## config.mk

```make
export PLATFORM = sky130hd
export DESIGN_NAME = sar_search8
export DESIGN_NICKNAME = d
export VERILOG_FILES = /design/src/rtl/sar_search8_pkg.sv /design/src/rtl/sar_search8.sv
export SDC_FILE = /design/constraint.sdc
export NUM_CORES = 1
export LEC_CHECK = 0
export ABC_AREA = 0
export BUFFER_PORTS_ARGS = -buffer_cell sky130_fd_sc_hd__buf_2
export CORE_MARGIN = 5
export CORE_UTILIZATION = 31
export CTS_BUF_LIST = sky130_fd_sc_hd__clkbuf_8 sky130_fd_sc_hd__clkbuf_16
export DETAILED_ROUTE_END_ITERATION = 16
export SLEW_MARGIN = 20
export SYNTH_ARGS = -nofsm -noshare
export SYNTH_HDL_FRONTEND = slang
export SYNTH_SLANG_ARGS = --single-unit
export TNS_END_PERCENT = 5
```

## constraint.sdc

```tcl
create_clock -name clk -period 4.45 [get_ports clk]
set_clock_uncertainty 0.2 [all_clocks]
set_input_delay 0.445 -clock clk [delete_from_list [all_inputs] [get_ports clk]]
set_output_delay 0.445 -clock clk [all_outputs]
set_load 0.02 [all_outputs]
```

## src/rtl/sar_search8_pkg.sv

```systemverilog
`default_nettype none
//============================================================================
// Package  : sar_pkg
// Brief    : Shared types and constants for the successive-approximation
//            search controller (state encoding, default width, index width).
// Revision : 1.0 - initial release
//============================================================================
package sar_pkg;

    // Default bit width of target, trial and result
    localparam int c_SAR_WIDTH = 8;

    // Index counter width for a given data width (at least one bit)
    function automatic int sar_idx_width(input int w);
        return (w > 1) ? $clog2(w) : 1;
    endfunction

    localparam int c_SAR_IDX_W = sar_idx_width(c_SAR_WIDTH);

    // Controller states
    typedef enum logic [1:0] {
        IDLE   = 2'd0,
        SEARCH = 2'd1,
        VERIFY = 2'd2,
        DONE   = 2'd3
    } sar_state_t;

endpackage : sar_pkg
`default_nettype wire

```

## src/rtl/sar_search8.sv

```systemverilog
`default_nettype none
//============================================================================
// Module   : sar_search8
// Brief    : Successive-approximation search controller. Drives one trial
//            per clock (MSB first) into a magnitude comparator, consumes its
//            lt/et/gt flags, exits early on equality and finishes with a
//            verify compare of the accumulated value.
// Options  : CMP_CHECK_EN - flag the comparator when its flags are not
//            exactly one-hot (err output); otherwise err is tied low.
// Revision : 1.0 - initial release
//============================================================================
module sar_search8
    import sar_pkg::*;
#(
    parameter int WIDTH = c_SAR_WIDTH
) (
    input  logic             clk,
    input  logic             rst_n,
    input  logic             start,
    output logic [WIDTH-1:0] trial,
    input  logic             cmp_lt,
    input  logic             cmp_et,
    input  logic             cmp_gt,
    output logic             busy,
    output logic             done,
    output logic [WIDTH-1:0] result,
    output logic             found,
    output logic             err
);

    localparam int                 c_IDX_W   = sar_idx_width(WIDTH);
    localparam logic [c_IDX_W-1:0] c_IDX_MSB = c_IDX_W'(WIDTH - 1);
    localparam logic [c_IDX_W-1:0] c_IDX_ONE = c_IDX_W'(1);
    localparam logic [WIDTH-1:0]   c_ONE     = WIDTH'(1);
    localparam logic [WIDTH-1:0]   c_MSB_ONE = c_ONE << (WIDTH - 1);

    sar_state_t         r_state,  w_state_nxt;
    logic [WIDTH-1:0]   r_trial,  w_trial_nxt;
    logic [WIDTH-1:0]   r_acc,    w_acc_nxt;
    logic [WIDTH-1:0]   r_result, w_result_nxt;
    logic [c_IDX_W-1:0] r_idx,    w_idx_nxt;
    logic               r_found,  w_found_nxt;
    logic [WIDTH-1:0]   w_nacc;

    // Accumulator candidate: keep the trial bit when the target lies above it
    assign w_nacc = cmp_gt ? r_trial : r_acc;

`ifdef CMP_CHECK_EN
    logic r_err, w_err_nxt;
    logic w_flags_ok;

    // Exactly one flag set: odd parity and not all three
    assign w_flags_ok = (cmp_lt ^ cmp_et ^ cmp_gt) & ~(cmp_lt & cmp_et & cmp_gt);
    assign err        = r_err;
`else
    assign err        = 1'b0;
`endif

    // Next-state and next-datapath decode
    always_comb begin
        w_state_nxt  = r_state;
        w_trial_nxt  = r_trial;
        w_acc_nxt    = r_acc;
        w_result_nxt = r_result;
        w_idx_nxt    = r_idx;
        w_found_nxt  = r_found;
`ifdef CMP_CHECK_EN
        w_err_nxt    = r_err;
`endif
        case (r_state)
            IDLE: begin
                w_trial_nxt = '0;
                if (start) begin
                    w_acc_nxt   = '0;
                    w_idx_nxt   = c_IDX_MSB;
                    w_trial_nxt = c_MSB_ONE;
                    w_found_nxt = 1'b0;
`ifdef CMP_CHECK_EN
                    w_err_nxt   = 1'b0;
`endif
                    w_state_nxt = SEARCH;
                end
            end
            SEARCH: begin
`ifdef CMP_CHECK_EN
                if (!w_flags_ok) begin
                    w_err_nxt    = 1'b1;
                    w_found_nxt  = 1'b0;
                    w_result_nxt = r_acc;
                    w_state_nxt  = DONE;
                end else
`endif
                if (cmp_et) begin
                    w_result_nxt = r_trial;
                    w_found_nxt  = 1'b1;
                    w_state_nxt  = DONE;
                end else begin
                    w_acc_nxt = w_nacc;
                    if (r_idx == '0) begin
                        w_trial_nxt = w_nacc;
                        w_state_nxt = VERIFY;
                    end else begin
                        w_idx_nxt   = r_idx - c_IDX_ONE;
                        w_trial_nxt = w_nacc | (c_ONE << (r_idx - c_IDX_ONE));
                    end
                end
            end
            VERIFY: begin
                w_result_nxt = r_acc;
                w_state_nxt  = DONE;
`ifdef CMP_CHECK_EN
                if (!w_flags_ok) begin
                    w_err_nxt   = 1'b1;
                    w_found_nxt = 1'b0;
                end else
`endif
                w_found_nxt = cmp_et;
            end
            DONE: begin
                w_trial_nxt = '0;
                w_state_nxt = IDLE;
            end
            default: begin
                w_trial_nxt = '0;
                w_state_nxt = IDLE;
            end
        endcase
    end

    // State and datapath registers with synchronous active-low reset
    always_ff @(posedge clk) begin
        if (!rst_n) begin
            r_state  <= IDLE;
            r_trial  <= '0;
            r_acc    <= '0;
            r_result <= '0;
            r_idx    <= c_IDX_MSB;
            r_found  <= 1'b0;
        end else begin
            r_state  <= w_state_nxt;
            r_trial  <= w_trial_nxt;
            r_acc    <= w_acc_nxt;
            r_result <= w_result_nxt;
            r_idx    <= w_idx_nxt;
            r_found  <= w_found_nxt;
        end
    end

`ifdef CMP_CHECK_EN
    // Comparator fault flag, held until the next accepted start
    always_ff @(posedge clk) begin
        if (!rst_n) begin
            r_err <= 1'b0;
        end else begin
            r_err <= w_err_nxt;
        end
    end
`endif

    assign trial  = r_trial;
    assign result = r_result;
    assign found  = r_found;
    assign busy   = (r_state == SEARCH) || (r_state == VERIFY);
    assign done   = (r_state == DONE);

endmodule : sar_search8
`default_nettype wire

```

Yosys cells after proc, flatten, opt, wreduce, memory -nomap -nowiden. Index checks and enable logic that the tools add are counted.

Register bits: 30. Bits of input ports: 6.

Bitwise gates (word level): 1. Reductions and logical operators: 13. Equality and inequality tests: 8. Shift operators: 1. Mux-type cells: 21. $add $sub $neg: 1.

Operators with widths (count): 2-to-1 mux 8 bit (7); case mux 8 bit (2 select lines) (2); case mux 8 bit (3 select lines) (1); 2-to-1 mux 3 bit (3); != test 2 bit, second input constant (4); OR 8 bit (1); case mux 2 bit (4 select lines) (1); << shifter 1 x 3 -> 8 bit, first input constant (1); 2-to-1 mux 2 bit (3); case mux 3 bit (2 select lines) (1); AND reduction 2 bit (3); AND reduction 3 bit (2); nonzero test 3 bit (2); == test 2 bit, second input constant (2); AND reduction 4 bit (1); nonzero test 2 bit (2); logical NOT 3 bit (1); != test 3 bit, second input constant (1); case mux 1 bit (3 select lines) (1); subtractor 3 x 1 -> 3 bit, second input constant (1); == test 2 x 1 -> 1 bit, second input constant (1); logical NOT 2 bit (1); 2-to-1 mux 1 bit (2); logical OR 1 bit (1).

Logic depth before layout (Yosys ltp).
Depth in word-level cells: 6. Mapped depth: 8. Gate-level depth less buffers: 6.

Least setup slack after synthesis. OpenSTA, ideal clock, no wires.

Kind: reg-to-reg. From: register r_state[0]. To: register r_idx[2]. Data required time: 4128 ps. Slack: 2673 ps. Data arrival time: 1455 ps. Stages on the path, launching flop included: 7. Buffers on the path: 0. Setup time: 122 ps. Path through: dfxtp_1 > inv_1 > ha_1 > nor2b_2 > nor2_1 > a31oi_1 > a311o_1.

Cells in the longest elaborated chain, start to end: 3.

RTL lines: start: declaration (RTL line sar_search8.sv:37) `sar_state_t r_state, w_state_nxt;`; start signal: assignment (RTL line sar_search8.sv:140) `r_state <= w_state_nxt;`; == test 2 x 1 -> 1 bit or logical NOT 2 bit (tied branches) (RTL line sar_search8.sv:70) `case (r_state)`; != test 2 bit (no source line) or nonzero test 2 bit (tied branches); AND reduction 4 bit (no source line); end signal: assignment (RTL line sar_search8.sv:137) `r_idx <= c_IDX_MSB;`; end signal: assignment (RTL line sar_search8.sv:144) `r_idx <= w_idx_nxt;`; end: declaration (RTL line sar_search8.sv:41) `logic [c_IDX_W-1:0] r_idx, w_idx_nxt;`.

Several ways; a longest one is shown, not always the timed one. A chain may end at the register's enable or synchronous reset.

Final worst setup path.
From: register r_state[0]. To: register r_result[6] (netlist: result[6]).

Cells in the longest elaborated chain, start to end: 3.

RTL lines: == test 2 x 1 -> 1 bit or == test 2 bit (tied branches) (RTL line sar_search8.sv:70); != test 2 bit (no source line) or nonzero test 2 bit (tied branches); AND reduction 2 bit (no source line); end signal: assignment (RTL line sar_search8.sv:143) `r_result <= w_result_nxt;`; end: declaration (RTL line sar_search8.sv:40) `logic [WIDTH-1:0] r_result, w_result_nxt;`.

Several ways; a longest one is shown, not always the timed one.

==> results.md <==
- Global router's overall resource usage: 11.0%
- Ratio of cells with drive above 1 in the final layout: 19.4%
- Cell with the most instances on the worst path: inv_1
- Number of gates resized after CTS: 0
- Transition time at the pin with the least slew margin: 608 ps
- Cell count after placement: 232
- Startpoint types: register
- Number of placement rows: 25
- Post-CTS Setup Repair Bufs: 0
- Via total after detailed routing: 1,219
- Post-synthesis cell area: 1480 sq um
- Number of synthesized flops with an enable pin: 0
- Full die area: 6260 sq um
- Crit-path max cell delay: 560 ps
- Cell taking the most area after synthesis: dfxtp_1
- Data arrival time at the worst-slack endpoint: 2120 ps
- Hold Violations, Final: 0
- Number of buffers between clock root and the deepest sink: 2
- Total number of clock tree sinks: 30
- Antenna violation net count after detailed routing: 0
- Wire length of the first global-routing pass: 5320 um
- Layout Cells excl Fill: 240
- Post-route setup slack: 2330 ps
- Total power: 1.03 mW
- Max-cap violation count: 0
- First-iteration detailed-routing DRC count: 24
- Required time reported for the critical path endpoint: 4450 ps
- CTS root buf: clkbuf_8
- Run status: completed
- Pin count of the biggest net entering global routing: 17
- Placer congestion estimate: 0.809
- Asr flop ratio synth: 0%
- Antenna fix cells: 0
- Skew-Pair Late Insertion Delay: 290 ps
- Grt total ovfl: 0
- Instance area after placement: 1620 sq um
- Non-Filler Cell Area, Final: 1720 sq um
- Number of warning messages in the yosys log: 0
- Static leakage power: 0.720 nW
- Count of buffers inserted at the top-level ports: 23
- Die Span X: 79.1 um
- TritonCTS Buffers: 5
- Classification of the worst setup path: register to register
- Post-synth net total: 176
- Number of levels in the clock H-tree: 2
- Final Cycle Share: 47.7%
- Worst hold margin: 236 ps
- Routed via count divided by cell count: 5.08
- CP cell instances: inv_1, ha_1, inv_1, o21ai_4, nor2_1, a211oi_1
- Global-route layer with the greatest usage: met2
- Post-DP HPWL: 2330 um
- Most common cell in the synthesized netlist: dfxtp_1
- Pins over their slew limit: 0
- Total Wirelength: 3240 um
- RSZ-0062 raised after global routing: false
- DRC violations left: 0
- Flip-flop cell with the highest count after synthesis: dfxtp_1
- Final core utilization: 36.6%
- Starting utilization of the core area: 31.6%
- Setup Slack @ Placement: 2310 ps
- Synthesized area per cell: 9.26 sq um
- Area of the core: 4690 sq um
- Number of buffer and inverter instances along the worst setup path: 2
- Final-layout fill cell count: 485
- Distinct cell type count after synthesis: 36
- Met1 Resource Use GR: 12.6%
- Via count of the first global-routing pass: 1,146
- Total of hold buffers inserted after clock tree synthesis: 0
- Post-CTS clock slew at the launch and capture registers of the worst setup and hold paths: 70 ps
- Antenna violations before repair: 0
- Slowest stage cell on the critical path: ha_1
- Number of storage elements in the synthesis netlist: 30
- Top cell types by occurrence after synthesis: 30 x dfxtp_1, 14 x nand2_1, 13 x nor2_1
- IR Drop Worst-Case VDD: 247 uV
- Fraction of met2 tracks used by global routing: 18.4%
- TritonRoute pass-1 iters: 4
- Sequential cell area fraction in the yosys report: 40.5%
- Top delay family on crit path: compound AO/OA/AOI/OAI gates
- Met3 Usage GRT: 3.51%
- Total power divided by cell area: 599 nW/um^2
- Synth top area share: 40.5%
- Number of nets in the layout: 201
- Clock tree from TritonCTS: done
- Worst min path class: primary input to register
- Sum of negative setup slack: 0 ps
- Endpoints failing setup: 0
- Top post-synthesis cells by area: dfxtp_1 41%, ha_1 8.4%, mux2i_1 6.8%, a22o_1 4.7%, a211oi_1 4.6%
- I/O pins: 26
- Critical path fanouts, max: 16
- Kind of end point of the critical path: register
- Syn Inst Count: 160
- FF+latch area: 601 sq um
- Mean routed wirelength per cell: 13.5 um
- Area overhead of the layout relative to synthesis: 16.0%
- Total area of multi-input combinational cells: 802 sq um
- Die Span Y: 79.1 um
- Worst relative slew slack: 59.5%
- Final worst path period need: 2120 ps
- Achievable clock frequency: 0.471 GHz
==> routing by layer <==
| layer | share of wire (%) | vias to the layer above |
|---|---|---|
| met5 | 0 | - |
| met4 | 2.3 | 0 |
| met3 | 4.5 | 6 |
| met2 | 46 | 19 |
| met1 | 47 | 564 |
| li1 | - | 630 |
==> cell type report <==
class | count | area share (%)
Sequential cell | 30 | 35.0
Multi-Input combinational cell | 115 | 46.7
Timing Repair Buffer | 23 | 6.70
Tap cell | 54 | 3.93
Inverter | 10 | 2.18
Clock buffer | 6 | 4.81
Clock inverter | 2 | 0.728
==> worst register-to-register path, delay by kind of cell (launching register included) <==
family                     cells  cell delay (ps)
buffers and inverters          2              290
adders and majority gates      1              560
AOI/OAI and AO/OA              2              570
DFF                            1              340
and+or+nand+nor                1               80
==> path summary, 6_finish.rpt <==
check / startpoint / end / slack (ps) / cells past startpoint
max: r_state[0] / result[6] / 2330 / 6
min: rst_n / r_idx[1] / 240 / 2
max reg2reg: r_state[0] / result[6] / 2330 / 6
min reg2reg: found / found / 270 / 2
==> layout by cell type, fill, tap and decap left out, types with 2 or more instances in the layout <==
cell / count
a31oi_1: 2
nand3_1: 3
a21oi_1: 4
nand2b_1: 2
nor4_1: 2
inv_1: 10
nor3_1: 2
clkbuf_8: 6
mux2i_1: 10
a211oi_1: 9
a22o_1: 8
o21ai_0: 7
a22oi_1: 7
buf_2: 23
nand2_1: 14
nor2_1: 13
o21ai_1: 5
ha_1: 10
dfxtp_1: 30
nor2b_1: 2
==> report_power, final <==
part,internal (mW),switching (mW),leakage [nW]
Combinational,0.154,0.289,0.429
Sequential,0.321,0.0344,0.244
Clock,0.124,0.106,0.0472
==> flip-flops by register name, summed over array words and instances (netlist names) <==
register  cells
r_acc         8
result        8
trial         8
r_idx         3
r_state       2
found         1
==> cell families after synthesis <==
| group | Yosys count | synth area share (%) |
|---|---|---|
| buffers and inverters | 15 | 5.32 |
| flip-flops | 30 | 40.5 |
| multiplexers | 10 | 6.76 |
| other | 1 | 0.253 |
| adder cells (fa/ha/maj) | 10 | 8.45 |
| AO/OA/AOI/OAI | 52 | 25.3 |
| AND/OR/NAND/NOR | 42 | 13.4 |
Power figures use the tool's default switching activity.
